**src/rtl/noc_local_injector.sv**
```systemverilog
// noc_local_injector
//   Packetizer at a mesh node's local port. Takes a packet request
//   (destination, length, VC) and a stream of payload beats from the core,
//   and emits a wormhole packet (head, body..., tail) into the router's local
//   receive port through a single registered output stage.
//
// Ports
//   noc_clk, noc_rst_n          clock, async active-low reset
//   id_x, id_y                  own node coordinates (static)
//   req_valid/req_ready         packet request handshake
//   req_dst_x, req_dst_y        destination node
//   req_len                     payload beats, 0..MAX_BEATS
//   req_vc                      virtual channel for the packet
//   data_valid/data_ready, data payload beat handshake
//   out_valid/out_ready         flit handshake toward router
//   out_vc_ready                per-VC space available at router
//   out_flit                    {type[1:0], vc, payload}
//   busy                        packet in progress
//   pkt_count                   packets fully sent (wraps)
//
// state  | meaning
// -------+----------------------------------------------------------
// S_IDLE | no packet open; head (or head+tail) loads on request fire
// S_DATA | head sent/queued; payload beats load until remain hits 0

module noc_local_injector #(
  parameter  int ID_X_WIDTH = 4,
  parameter  int ID_Y_WIDTH = 4,
  parameter  int DATA_WIDTH = 64,
  parameter  int VC_NUM     = 2,
  parameter  int MAX_BEATS  = 16,
  localparam int VC_W       = (VC_NUM > 1) ? $clog2(VC_NUM) : 1,
  localparam int LEN_W      = $clog2(MAX_BEATS + 1),
  localparam int FLIT_W     = 2 + VC_W + DATA_WIDTH
) (
  input  logic                  noc_clk,
  input  logic                  noc_rst_n,
  input  logic [ID_X_WIDTH-1:0] id_x,
  input  logic [ID_Y_WIDTH-1:0] id_y,
  input  logic                  req_valid,
  output logic                  req_ready,
  input  logic [ID_X_WIDTH-1:0] req_dst_x,
  input  logic [ID_Y_WIDTH-1:0] req_dst_y,
  input  logic [LEN_W-1:0]      req_len,
  input  logic [VC_W-1:0]       req_vc,
  input  logic                  data_valid,
  output logic                  data_ready,
  input  logic [DATA_WIDTH-1:0] data,
  output logic                  out_valid,
  input  logic                  out_ready,
  input  logic [VC_NUM-1:0]     out_vc_ready,
  output logic [FLIT_W-1:0]     out_flit,
  output logic                  busy,
  output logic [15:0]           pkt_count
);

  localparam int HDR_W = 2 * (ID_X_WIDTH + ID_Y_WIDTH) + LEN_W;

  localparam logic [1:0] FT_BODY     = 2'b00;
  localparam logic [1:0] FT_HEAD     = 2'b01;
  localparam logic [1:0] FT_TAIL     = 2'b10;
  localparam logic [1:0] FT_HEADTAIL = 2'b11;

  localparam logic [LEN_W-1:0] LEN_ONE  = LEN_W'(1);
  localparam logic [LEN_W-1:0] LEN_ZERO = '0;

  typedef enum logic {S_IDLE, S_DATA} state_t;

  state_t                  state_q, state_d;
  logic [VC_W-1:0]         vc_q, vc_d;
  logic [LEN_W-1:0]        remain_q, remain_d;
  logic                    started_q;

  logic                    slot_free;
  logic                    load;
  logic [1:0]              ld_type;
  logic [VC_W-1:0]         ld_vc;
  logic [DATA_WIDTH-1:0]   ld_payload;
  logic [DATA_WIDTH-1:0]   head_payload;

  // The output register can take a new flit when it is empty or its current
  // flit leaves this cycle.
  assign slot_free = !out_valid || out_ready;
  assign busy      = (state_q != S_IDLE);

  always_comb begin
    head_payload            = '0;
    head_payload[HDR_W-1:0] = {req_len, id_y, id_x, req_dst_y, req_dst_x};
  end

  always_ff @(posedge noc_clk or negedge noc_rst_n) begin
    if (!noc_rst_n) begin
      state_q   <= S_IDLE;
      vc_q      <= '0;
      remain_q  <= '0;
      started_q <= 1'b0;
    end else begin
      state_q   <= state_d;
      vc_q      <= vc_d;
      remain_q  <= remain_d;
      started_q <= 1'b1;
    end
  end

  always_comb begin
    state_d    = state_q;
    vc_d       = vc_q;
    remain_d   = remain_q;
    req_ready  = 1'b0;
    data_ready = 1'b0;
    load       = 1'b0;
    ld_type    = FT_BODY;
    ld_vc      = vc_q;
    ld_payload = data;
    case (state_q)
      S_IDLE: begin
        // started_q keeps requests blocked until the first clock after reset.
        req_ready = started_q && slot_free && out_vc_ready[req_vc];
        if (req_valid && started_q && slot_free && out_vc_ready[req_vc]) begin
          load       = 1'b1;
          ld_vc      = req_vc;
          ld_payload = head_payload;
          vc_d       = req_vc;
          remain_d   = req_len;
          if (req_len == LEN_ZERO) begin
            ld_type = FT_HEADTAIL;
          end else begin
            ld_type = FT_HEAD;
            state_d = S_DATA;
          end
        end
      end
      S_DATA: begin
        data_ready = slot_free && out_vc_ready[vc_q];
        if (data_valid && slot_free && out_vc_ready[vc_q]) begin
          load     = 1'b1;
          remain_d = remain_q - LEN_ONE;
          if (remain_q == LEN_ONE) begin
            ld_type = FT_TAIL;
            state_d = S_IDLE;
          end
        end
      end
      default: state_d = S_IDLE;
    endcase
  end

  // A load only happens when slot_free, so a stalled flit is never
  // overwritten; a valid flit is never retracted when vc_ready drops.
  always_ff @(posedge noc_clk or negedge noc_rst_n) begin
    if (!noc_rst_n) begin
      out_valid <= 1'b0;
      out_flit  <= '0;
    end else if (load) begin
      out_valid <= 1'b1;
      out_flit  <= {ld_type, ld_vc, ld_payload};
    end else if (slot_free) begin
      out_valid <= 1'b0;
    end
  end

  // Type bit 1 is set only for tail and head+tail flits.
  always_ff @(posedge noc_clk or negedge noc_rst_n) begin
    if (!noc_rst_n) begin
      pkt_count <= '0;
    end else if (out_valid && out_ready && out_flit[FLIT_W-1]) begin
      pkt_count <= pkt_count + 16'd1;
    end
  end

endmodule

```
**config.mk**
```make
export PLATFORM = sky130hd
export DESIGN_NAME = noc_local_injector
export DESIGN_NICKNAME = d
export VERILOG_FILES = /design/src/rtl/noc_local_injector.sv
export SDC_FILE = /design/constraint.sdc
export NUM_CORES = 1
export LEC_CHECK = 0
export ABC_AREA = 1
export BUFFER_PORTS_ARGS = -buffer_cell sky130_fd_sc_hd__buf_2
export CAP_MARGIN = 15
export CORE_MARGIN = 2
export CORE_UTILIZATION = 30
export DETAILED_ROUTE_END_ITERATION = 10
export GPL_TIMING_DRIVEN = 0
export SETUP_SLACK_MARGIN = 0.3
export SLEW_MARGIN = 25
export SYNTH_ARGS = -nofsm -noshare
export SYNTH_HDL_FRONTEND = slang
export SYNTH_SLANG_ARGS = --single-unit
```
**constraint.sdc**
```tcl
create_clock -name noc_clk -period 1.7 [get_ports noc_clk]
set_clock_uncertainty 0.2 [all_clocks]
set_input_delay 0.34 -clock noc_clk [delete_from_list [all_inputs] [get_ports noc_clk]]
set_output_delay 0.34 -clock noc_clk [all_outputs]
set_load 0.1 [all_outputs]
```
==> results.md, run 1 <==
- Latest clock arrival within the worst-skew pair: 0.35 ns
- Number of nets at the end of the flow: 1,010
- Clock Sinks: 92
- Area taken by flip-flops and latches: 2440 µm²
- Port-buffer cells: 179
- Clock tree from TritonCTS: yes
- Unique masters post-synth: 25
- Worst IR Drop VDD: 0.00155 V
- Part of the power in combinational logic: 0.702
- Flop pwr share: 0.192
- Highest achievable clock rate: 0.518 GHz
- Reg-to-Reg Start: out_valid
- Final setup violation count: 76
- Layout overhead on the synthesized area: 139%
- Proportion of layout cells with a drive suffix above 1: 0.688
- Number of buffers on the longest clock path: 2
- Required @ worst endpoint: 1.16 ns
- Origin of the worst min-delay path: data[42]
- Via count of the first global-routing pass: 5,365
- Minimum clock period: 1.93 ns
- Number of antenna violations at the first check in global routing: 2
- Reported net switching power: 10.9 mW
- DP Area: 5750 µm²
- Layout fillers: 862
- Final critical-path share of the clock period: 1.13
- Number of maximum-capacitance constraint violations: 0
- Syn_nets: 638
- Minimum hold slack: 0.0137 ns
- Sequential area share after synthesis: 0.537
- Final WL: 18,600 µm
- Crit-path max FO: 3
- Wirelength per Cell: 16.9 µm
- DR iter-0 viols: 129
- Count of unresolved DRC violations after routing: 0
- Yosys warns: 0
- Category of the most critical setup path: reg2out
- GR Overflow Total: 0
- Wire length of the first global-routing pass: 26,300 µm
- Floorplan core area: 13,900 µm²
- Maximum number of pins on one net before global-route repair: 51
- Die Ht: 124 µm
- Most common cell after layout, fill and taps aside: sky130_fd_sc_hd__nand2_1
- Leakage power: 5.04 nW
- H-tree levels: 3
- Flip-flop and latch count after synthesis: 92
- Internal power: 10.9 mW
- Violations in the final reports: negative setup slack
- Max-slew violation total from the final report: 0
- Final setup margin: -0.229 ns
- Clock Pin Slew Worst Setup and Hold Paths: 0.06 ns
- CP Launch Type: flop
- Area occupied by multi-input gates: 2630 µm²
- Synthesized netlist cell count: 542
- Initial core utilization: 0.308
- Worst setup path start: busy
- Post-synth design cell area: 4290 µm²
- Post-route cell area: 10,200 µm²
- Post-synthesis average cell area: 7.91 µm²
- Clock tree root buffer cell: sky130_fd_sc_hd__clkbuf_16
- Run status: finished, violations left
- HPWL reported at the end of detailed placement: 8910 µm
- Leading cell types in the layout, fill and taps excluded: sky130_fd_sc_hd__nand2_1, sky130_fd_sc_hd__buf_12, sky130_fd_sc_hd__buf_4
- Unrepaired setup endpoints after global routing: true
- Actual slew at the worst max-slew pin: 0.675 ns
- Worst max-slew margin expressed relative to the limit: 0.546
- Area of the die: 15,300 µm²
- Number of hold-slack violations in the final timing report: 0
- Overall global routing resource usage: 0.226
- Total number of vias: 5,095
- Type of the most critical hold path: in2reg
- First-pass detailed-route iteration total: 4
- Placement row count: 43
- Placer's final routability congestion estimate: 0.762
- Number of vias per cell after detailed routing: 4.63
- Cell area power density: 2130 nW/µm²
- Power, Total: 21.8 mW
- Arrival time of the worst setup path: 1.39 ns
- Num CTS Buffers: 9
- Antenna-violating nets left: 0
- Die width: 124 µm
- Top-Level Pins: 180
- CP endpoint kind: output port
- Net switching share of the total power: 0.499
- Share of total power in the clock network: 0.106
==> power by group through the flow <==
stage	registers (mW)	logic, mW	clock network, mW
after detailed placement	3.73	8.84	0
after floorplan	9.24	1.78	0
after global routing	4.28	15.9	2.46
final	4.19	15.3	2.30
after CTS	4.15	13.8	2.34
after global placement	3.74	8.77	0
==> per-stage QoR <==
stage	util	setup TNS (ns)	setup slack [ns]	cells
after floorplan	-	-12.13	-0.327	542
after global placement	0.410	-123.48	-1.23	901
after detailed placement	0.413	-23.66	-0.422	902
after CTS	0.676	-5.99	-0.241	1068
after global routing	0.735	-12.32	-0.276	1100
final	0.735	-8.20	-0.229	1100
==> state kept, by name, summed over array words and instances, names as in the netlist <==
| register | cells |
|---|---|
| out_flit | 67 |
| remain_q | 5 |
| pkt_count | 16 |
| busy | 1 |
| out_valid | 1 |
| started_q | 1 |
| vc_q | 1 |
==> timing repair <==
action | in CTS | in global routing
cloned | 12 | 1
gates resized for setup | 519 | 136
hold endpoints to repair | 78 | 0
buffers inserted | 101 | 30
hold buffers | 37 | 0
setup endpoints to repair | 169 | 217
pin swaps | 69 | 59
==> final timing paths <==
| check | to | slack [ns] | depth (start not counted) |
|---|---|---|---|
| worst max register to register | out_flit[27] | -0.20 | 10 |
| worst min register to register | remain_q[3] | 0.30 | 2 |
| min in group asynchronous | out_flit[15] | 0.26 | 2 |
| max in group asynchronous | pkt_count[8] | 0.42 | 3 |
| worst min-delay path | out_flit[42] | 0.01 | 3 |
| worst max-delay path | req_ready | -0.23 | 5 |
==> cell families (layout without fill, tap and decap cells) <==
group                    count (synthesis)  in the layout  synth area share
AO/OA/AOI/OAI                           13             13            0.0158
other                                    1              2          0.000875
flip-flops                              92             92             0.537
buffers and inverters                   65            442            0.0695
adder cells (fa/ha/maj)                  3              3           0.00876
XOR/XNOR                                 9              9            0.0184
AND/OR/NAND/NOR                        359            359             0.349
==> worst max-delay path, stage by stage (launching register included) <==
cell,delay [ns]
sky130_fd_sc_hd__dfrtp_4,0.49
sky130_fd_sc_hd__inv_4,0.07
sky130_fd_sc_hd__clkbuf_16,0.13
sky130_fd_sc_hd__nand3_4,0.06
sky130_fd_sc_hd__nor2_4,0.10
sky130_fd_sc_hd__buf_12,0.19
==> synthesized netlist by cell type (all sizes together) <==
library cell / instances / area [µm²]
nand4: 3 / 18.8
clkbuf: 3 / 11.3
xor2: 6 / 52.6
conb: 1 / 3.75
buf: 18 / 121
a21oi: 1 / 5.00
clkinv: 1 / 3.75
nand3: 41 / 205
nor2: 23 / 93.8
and2: 1 / 6.26
ha: 3 / 37.5
a21boi: 1 / 7.51
inv: 43 / 161
nand3b: 16 / 120
nand2: 272 / 1040
xnor2: 3 / 26.3
nor3: 3 / 15.0
o21ai: 11 / 55.1
dfrtp: 92 / 2300
==> routing by layer <==
| layer | global-route usage | vias up | routed length [µm] |
|---|---|---|---|
| met1 | 0.248 | 2437 | 6740 |
| li1 | - | 2418 | - |
| met4 | 0.0902 | 2 | 656 |
| met5 | 0 | - | 10 |
| met3 | 0.0600 | 51 | 1140 |
| met2 | 0.413 | 187 | 10000 |
==> layout make-up <==
type	count	area share
diodes	1	0.000244
plain buffers	21	0.0296
clock buffers	11	0.0227
clock inverters	5	0.00978
inverters	44	0.0176
multi-input cells	385	0.257
flip-flops and latches	92	0.238
well taps	180	0.0220
repair buffers	361	0.403
(Power assumes the default switching activity.)
==> run 2, diff against run 1 <==
- BUFFER_PORTS_ARGS: -buffer_cell sky130_fd_sc_hd__buf_2 -> unset
- DONT_BUFFER_PORTS: unset -> 1
==> results.md, run 2 (synthesized netlist as in run 1, its figures left out) <==
- Final setup margin: -0.686 ns (-0.457 ns)
- Wirelength per Cell: 15.8 µm (-6.2%)
- Crit-path max FO: 6 (+3)
- Port-buffer cells: 0 (-100%)
- Max reg flops: 67 (unchanged)
- Number of buffers on the longest clock path: 2 (unchanged)
- Number of maximum-capacitance constraint violations: 0 (unchanged)
- Latest clock arrival within the worst-skew pair: 0.35 ns (about the same)
- HPWL reported at the end of detailed placement: 8460 µm (-5.1%)
- Register bank with the most flops: out_flit
- Minimum hold slack: -0.524 ns (-0.538 ns)
- Number of hold-slack violations in the final timing report: 92 (+92)
- Die Ht: 124 µm (unchanged)
- Required @ worst endpoint: 1.16 ns (about the same)
- Max-slew violation total from the final report: 0 (unchanged)
- Most common cell after layout, fill and taps aside: sky130_fd_sc_hd__nand2_1
- Maximum number of pins on one net before global-route repair: 93 (+82%)
- Final core utilization: 0.483 (-0.252)
- Run status: finished, violations left
- Unrepaired setup endpoints after global routing: true
- Type of the most critical hold path: in2async
- Area occupied by multi-input gates: 2140 µm² (-19%)
- Initial core utilization: 0.308 (unchanged)
- Num CTS Buffers: 9 (unchanged)
- Final WL: 13,100 µm (-30%)
- GR Overflow Total: 0 (unchanged)
- Worst max-slew margin expressed relative to the limit: 0.553 (+0.00699)
- Category of the most critical setup path: reg2out
- Count of unresolved DRC violations after routing: 0 (unchanged)
- Clock Pin Slew Worst Setup and Hold Paths: 0.07 ns (about the same)
- Placement row count: 43 (unchanged)
- Actual slew at the worst max-slew pin: 0.668 ns (-0.00688 ns)
- DP Area: 4820 µm² (-16%)
- Number of antenna violations at the first check in global routing: 0 (-2)
- Largest registers ranked by flip-flop count: out_flit (67), pkt_count (16), remain_q (5)
- Top-Level Pins: 180 (unchanged)
- H-tree levels: 3 (unchanged)
- Final critical-path share of the clock period: 1.40 (+0.269)
- CP endpoint kind: output port
- Post-route cell area: 6730 µm² (-34%)
- Leading cell types in the layout, fill and taps excluded: sky130_fd_sc_hd__nand2_1, sky130_fd_sc_hd__dfrtp_4, sky130_fd_sc_hd__dlygate4sd3_1
- CP Launch Type: flop
- Placer's final routability congestion estimate: 0.788 (+3.5%)
- Number of vias per cell after detailed routing: 4.69 (+1.2%)
- Layout fillers: 1,244 (+44%)
- Floorplan core area: 13,900 µm² (unchanged)
- Die width: 124 µm (unchanged)
- Wire length of the first global-routing pass: 18,500 µm (-30%)
- Clock tree from TritonCTS: yes
- Area taken by flip-flops and latches: 2620 µm² (+7.6%)
- Combined buffer and inverter count along the critical path: 2 (-1)
- Antenna-violating nets left: 0 (unchanged)
- First-pass detailed-route iteration total: 4 (unchanged)
- Final setup violation count: 85 (+12%)
- Overall global routing resource usage: 0.160 (-0.0666)
- Proportion of layout cells with a drive suffix above 1: 0.399 (-0.288)
- Total number of vias: 3,870 (-24%)
- Inst Count DP: 722 (-20%)
- Diodes inserted: 0 (-1)
- Layout overhead on the synthesized area: 57.1%
- Max incr delay on CP: 0.65 ns (+0.16 ns)
- Clock Sinks: 92 (unchanged)
- Arrival time of the worst setup path: 1.85 ns (+0.46 ns)
- Highest achievable clock rate: 0.419 GHz (-19%)
- Number of cells in the finished layout apart from fillers: 826 (-25%)
- Number of nets at the end of the flow: 737 (-27%)
- Via count of the first global-routing pass: 3,695 (-31%)
- Worst-path cell chain: inv_4, clkbuf_16, nand3_4, nor2_4
- DR iter-0 viols: 164 (+27%)
- Minimum clock period: 2.39 ns (+0.457 ns)
- Critical path's slowest cell: sky130_fd_sc_hd__dfrtp_4
- Dominant delay contributor by cell family on the critical path: flip-flops
- Area of the die: 15,300 µm² (unchanged)
- Clock tree root buffer cell: sky130_fd_sc_hd__clkbuf_16
- Number of buffers inserted for hold repair after clock tree synthesis: 53 (+43%)
- Violations in the final reports: negative hold slack, negative setup slack
## run 2: cell count changes in the layout (fill, tap and decap cells not counted), sizes merged
cell,delta
dlygate4sd3,+16
clkbuf,+3
diode,-1
buf,-294
clkinvlp,+2
## run 2: layout make-up
cell class / count / share of cell area
plain buffers: 21 / 0.0383
clock buffers: 9 / 0.0335
clock inverters: 7 / 0.0171
inverters: 44 / 0.0255
multi-input cells: 385 / 0.318
flip-flops and latches: 92 / 0.389
well taps: 180 / 0.0335
repair buffers: 88 / 0.145
## run 2: metal layers
layer | GRT usage | vias up | share of wire
met5 | 0 | - | 0
met4 | 0.0788 | 0 | 0.026
met3 | 0.0595 | 22 | 0.081
met2 | 0.254 | 153 | 0.49
met1 | 0.190 | 1842 | 0.40
li1 | - | 1853 | -
## run 2: repair_timing
item                       4_1_cts  5_1_grt
hold endpoints to repair       145       92
resized for setup               55      163
setup endpoints to repair      177      178
buffers inserted                 3       25
pin swaps                       10       33
gates cloned                     0        7
## run 2: per-stage QoR
step	hold WS, ns	setup slack (ns)	TNS (ns)
finish	-0.524	-0.686	-34.37
global route	-0.540	-0.745	-39.87
CTS	-0.536	-0.695	-34.64
detailed placement	-0.152	-0.561	-34.44
global placement	-0.153	-0.508	-31.18
floorplan	-0.156	-0.327	-12.13
## run 2: final timing paths
kind / start / end / slack (ns) / cells after the start
worst max register to register: out_valid / out_flit[53] / -0.49 / 11
worst min register to register: remain_q[3] / remain_q[3] / 0.28 / 2
worst max-delay path: busy / req_ready / -0.69 / 4
max in group asynchronous: noc_rst_n / pkt_count[11] / 1.67 / 0
min in group noc_clk: data[13] / out_flit[13] / 0.01 / 4
worst min-delay path: noc_rst_n / out_flit[13] / -0.52 / 0
Power of run 2 is not shown: default switching activity piles up to over one toggle a cycle in this logic, so the estimate is an artifact.
==> run 3, diff against run 2 <==
--- a/constraint.sdc
+++ b/constraint.sdc
@@ -4,2 +4,2 @@
 set_output_delay 0.34 -clock noc_clk [all_outputs]
-set_load 0.1 [all_outputs]
+set_load 0.05 [all_outputs]
==> results.md, run 3 (synthesized netlist as in run 1, its figures left out) <==
- Run status: finished, violations left
- Violations in the final reports: negative hold slack, negative setup slack
- Final setup violation count: 76 (-11%)
- Max reg flops: 67 (unchanged)
- Final core utilization: 0.479 (-0.00404)
- Area occupied by multi-input gates: 2210 µm² (+3.2%)
- Final setup margin: -0.370 ns (+0.316 ns)
- Flop2flop setup slack: -0.32 ns (+0.17 ns)
- Layout overhead on the synthesized area: 55.7%
- Clock tree from TritonCTS: yes
- Unrepaired setup endpoints after global routing: true
- Worst R2R End: out_flit[42]
- First-pass detailed-route iteration total: 4 (unchanged)
- Cell area power density: 1870 nW/µm²
- Area of the die: 15,300 µm² (unchanged)
- Via count of the first global-routing pass: 4,053 (+9.7%)
- Final WL: 13,400 µm (+2.1%)
- Number of cells on the worst reg-to-reg path: 11 (unchanged)
- Wirelength per Cell: 16.2 µm (+2.2%)
- Max incr delay on CP: 0.59 ns (-0.06 ns)
- Number of maximum-capacitance constraint violations: 0 (unchanged)
- CP endpoint kind: output port
- Highest achievable clock rate: 0.483 GHz (+15%)
- CP Launch Type: flop
- Reg-to-Reg Start: out_valid
- Die Ht: 124 µm (unchanged)
- Total number of vias: 3,948 (+2.0%)
- Internal power: 6.24 mW
- Die width: 124 µm (unchanged)
- Part of the power in combinational logic: 0.289
- Clock Pin Slew Worst Setup and Hold Paths: 0.07 ns (about the same)
- Placer's final routability congestion estimate: 0.810 (+2.7%)
- Count of unresolved DRC violations after routing: 0 (unchanged)
- Area taken by flip-flops and latches: 2430 µm² (-7.4%)
- Post-route cell area: 6670 µm² (-0.84%)
- Minimum hold slack: -0.510 ns (+0.0136 ns)
- DR iter-0 viols: 132 (-20%)
- Worst setup path start: busy
- Register bank with the most flops: out_flit
- Worst IR Drop VDD: 0.000937 V
- Destination of the critical timing path: req_ready
- GR Overflow Total: 0 (unchanged)
- Wire length of the first global-routing pass: 20,400 µm (+10%)
- Post-route setup TNS: -15.93 ns (+18.45 ns)
- Clock Sinks: 92 (unchanged)
- Crit-path max FO: 6 (unchanged)
- Most common cell after layout, fill and taps aside: sky130_fd_sc_hd__nand2_1
- Number of nets at the end of the flow: 737 (unchanged)
- Antenna-violating nets left: 0 (unchanged)
- Number of vias per cell after detailed routing: 4.79 (+2.1%)
- Minimum clock period: 2.07 ns (-0.316 ns)
- Latest clock arrival within the worst-skew pair: 0.34 ns (about the same)
- Floorplan core area: 13,900 µm² (unchanged)
- HPWL reported at the end of detailed placement: 8320 µm (-1.7%)
- Combined buffer and inverter count along the critical path: 2 (unchanged)
- Worst-path cell chain: inv_4, clkbuf_16, nand3_4, nor2_4
- Layout fillers: 1,293 (+3.9%)
- Largest registers ranked by flip-flop count: out_flit (67), pkt_count (16), remain_q (5)
- Dominant delay contributor by cell family on the critical path: flip-flops
- Overall global routing resource usage: 0.176 (+0.0167)
- Critical path's slowest cell: sky130_fd_sc_hd__dfrtp_4
- Reported net switching power: 6.25 mW
- Net switching share of the total power: 0.500
- Number of antenna violations at the first check in global routing: 0 (unchanged)
- Category of the most critical setup path: reg2out
- Flop pwr share: 0.539
- Number of hold-slack violations in the final timing report: 92 (unchanged)
- Leakage power: 3.18 nW
- Num CTS Buffers: 9 (unchanged)
- Setup WS pre-CTS: -0.316 ns (+0.244 ns)
- Max-slew violation total from the final report: 0 (unchanged)
- Top-Level Pins: 180 (unchanged)
- H-tree levels: 3 (unchanged)
- Path length in cells of the critical path: 4 (unchanged)
- Proportion of layout cells with a drive suffix above 1: 0.447 (+0.0471)
- Leading cell types in the layout, fill and taps excluded: sky130_fd_sc_hd__nand2_1, sky130_fd_sc_hd__dfrtp_2, sky130_fd_sc_hd__nand2_2
- Arrival time of the worst setup path: 1.53 ns (-0.32 ns)
- Clock tree root buffer cell: sky130_fd_sc_hd__clkbuf_16
- Diodes inserted: 0 (unchanged)
- Port-buffer cells: 0 (unchanged)
- Maximum number of pins on one net before global-route repair: 93 (unchanged)
- Final critical-path share of the clock period: 1.22 (-0.186)
- Number of buffers on the longest clock path: 2 (unchanged)
- Initial core utilization: 0.308 (unchanged)
- Placement row count: 43 (unchanged)
- Required @ worst endpoint: 1.16 ns (about the same)
- DP Area: 4640 µm² (-3.7%)
- Type of the most critical hold path: in2async
- Share of total power in the clock network: 0.172
- Number of buffers inserted for hold repair after clock tree synthesis: 48 (-9.4%)
-- run 3: changes by cell type in the layout (fill, tap and decap cells not counted), moves of 5 or more --
cell / before / now
sky130_fd_sc_hd__nand3_2: 10 / 17
sky130_fd_sc_hd__dlygate4sd3_1: 53 / 48
sky130_fd_sc_hd__dfrtp_2: 0 / 77
sky130_fd_sc_hd__dfrtp_4: 85 / 8
sky130_fd_sc_hd__nand2_1: 210 / 193
sky130_fd_sc_hd__nand3_1: 27 / 19
sky130_fd_sc_hd__nand2_4: 15 / 8
sky130_fd_sc_hd__clkbuf_16: 16 / 11
sky130_fd_sc_hd__buf_16: 0 / 8
sky130_fd_sc_hd__nand2_2: 47 / 71
-- run 3: worst min path at each step --
stage                   start           end  slack [ns]
finish              noc_rst_n  out_flit[11]       -0.51
detailed placement  noc_rst_n  out_flit[11]       -0.15
CTS                 noc_rst_n  out_flit[11]       -0.53
global route        noc_rst_n  out_flit[11]       -0.54
global placement    noc_rst_n  out_flit[60]       -0.15
floorplan           noc_rst_n          busy       -0.16
-- run 3: routing by layer --
layer / share of wire / up-vias / track usage / routed length [µm]
li1: - / 1862 / - / -
met1: 0.39 / 1886 / 0.199 / 5200
met2: 0.50 / 172 / 0.302 / 6670
met3: 0.088 / 28 / 0.0590 / 1170
met4: 0.024 / 0 / 0.0767 / 315
met5: 0 / - / 0 / 0
-- run 3: power groups by stage --
stage               logic, mW  registers [mW]  clock network, mW
floorplan                1.71            6.19                  0
global placement         2.06            6.42                  0
CTS                      3.54            6.73               2.20
finish                   3.61            6.74               2.14
global route             3.99            6.84               2.30
detailed placement       2.14            6.43                  0
-- run 3: worst reg2reg max path, stage by stage (launching register included) --
cell and delay, ns:
sky130_fd_sc_hd__dfrtp_4 0.60, sky130_fd_sc_hd__nand2_4 0.15, sky130_fd_sc_hd__nand2_4 0.06, sky130_fd_sc_hd__nor2_4 0.15, sky130_fd_sc_hd__nand2_4 0.09, sky130_fd_sc_hd__nand2_4 0.09, sky130_fd_sc_hd__inv_6 0.05, sky130_fd_sc_hd__buf_12 0.15
sky130_fd_sc_hd__buf_12 0.14, sky130_fd_sc_hd__buf_16 0.12, sky130_fd_sc_hd__nand2_2 0.04, sky130_fd_sc_hd__nand2_1 0.06
-- run 3: timing repair --
action	CTS	global route
gates resized for setup	255	21
buffers inserted	22	7
pin swaps	82	13
endpoints found under the hold margin	139	92
gates cloned	10	1
endpoints found under the setup margin	175	177
-- run 3: metrics by stage --
stage / power, mW / cells / hold WS [ns]
4_1_cts: 12.5 / 817 / -0.531
2_1_floorplan: 7.89 / 542 / -0.156
5_1_grt: 13.1 / 825 / -0.536
3_5_place_dp: 8.57 / 722 / -0.153
6_report: 12.5 / 825 / -0.510
3_3_place_gp: 8.47 / 722 / -0.153
-- run 3: area by class of cell --
class	count	area share
Clock buffer	9	0.0337
Buffer	21	0.0394
Sequential cell	92	0.364
Multi-Input combinational cell	385	0.331
Inverter	44	0.0261
Clock inverter	6	0.0135
Timing Repair Buffer	88	0.159
Tap cell	180	0.0337
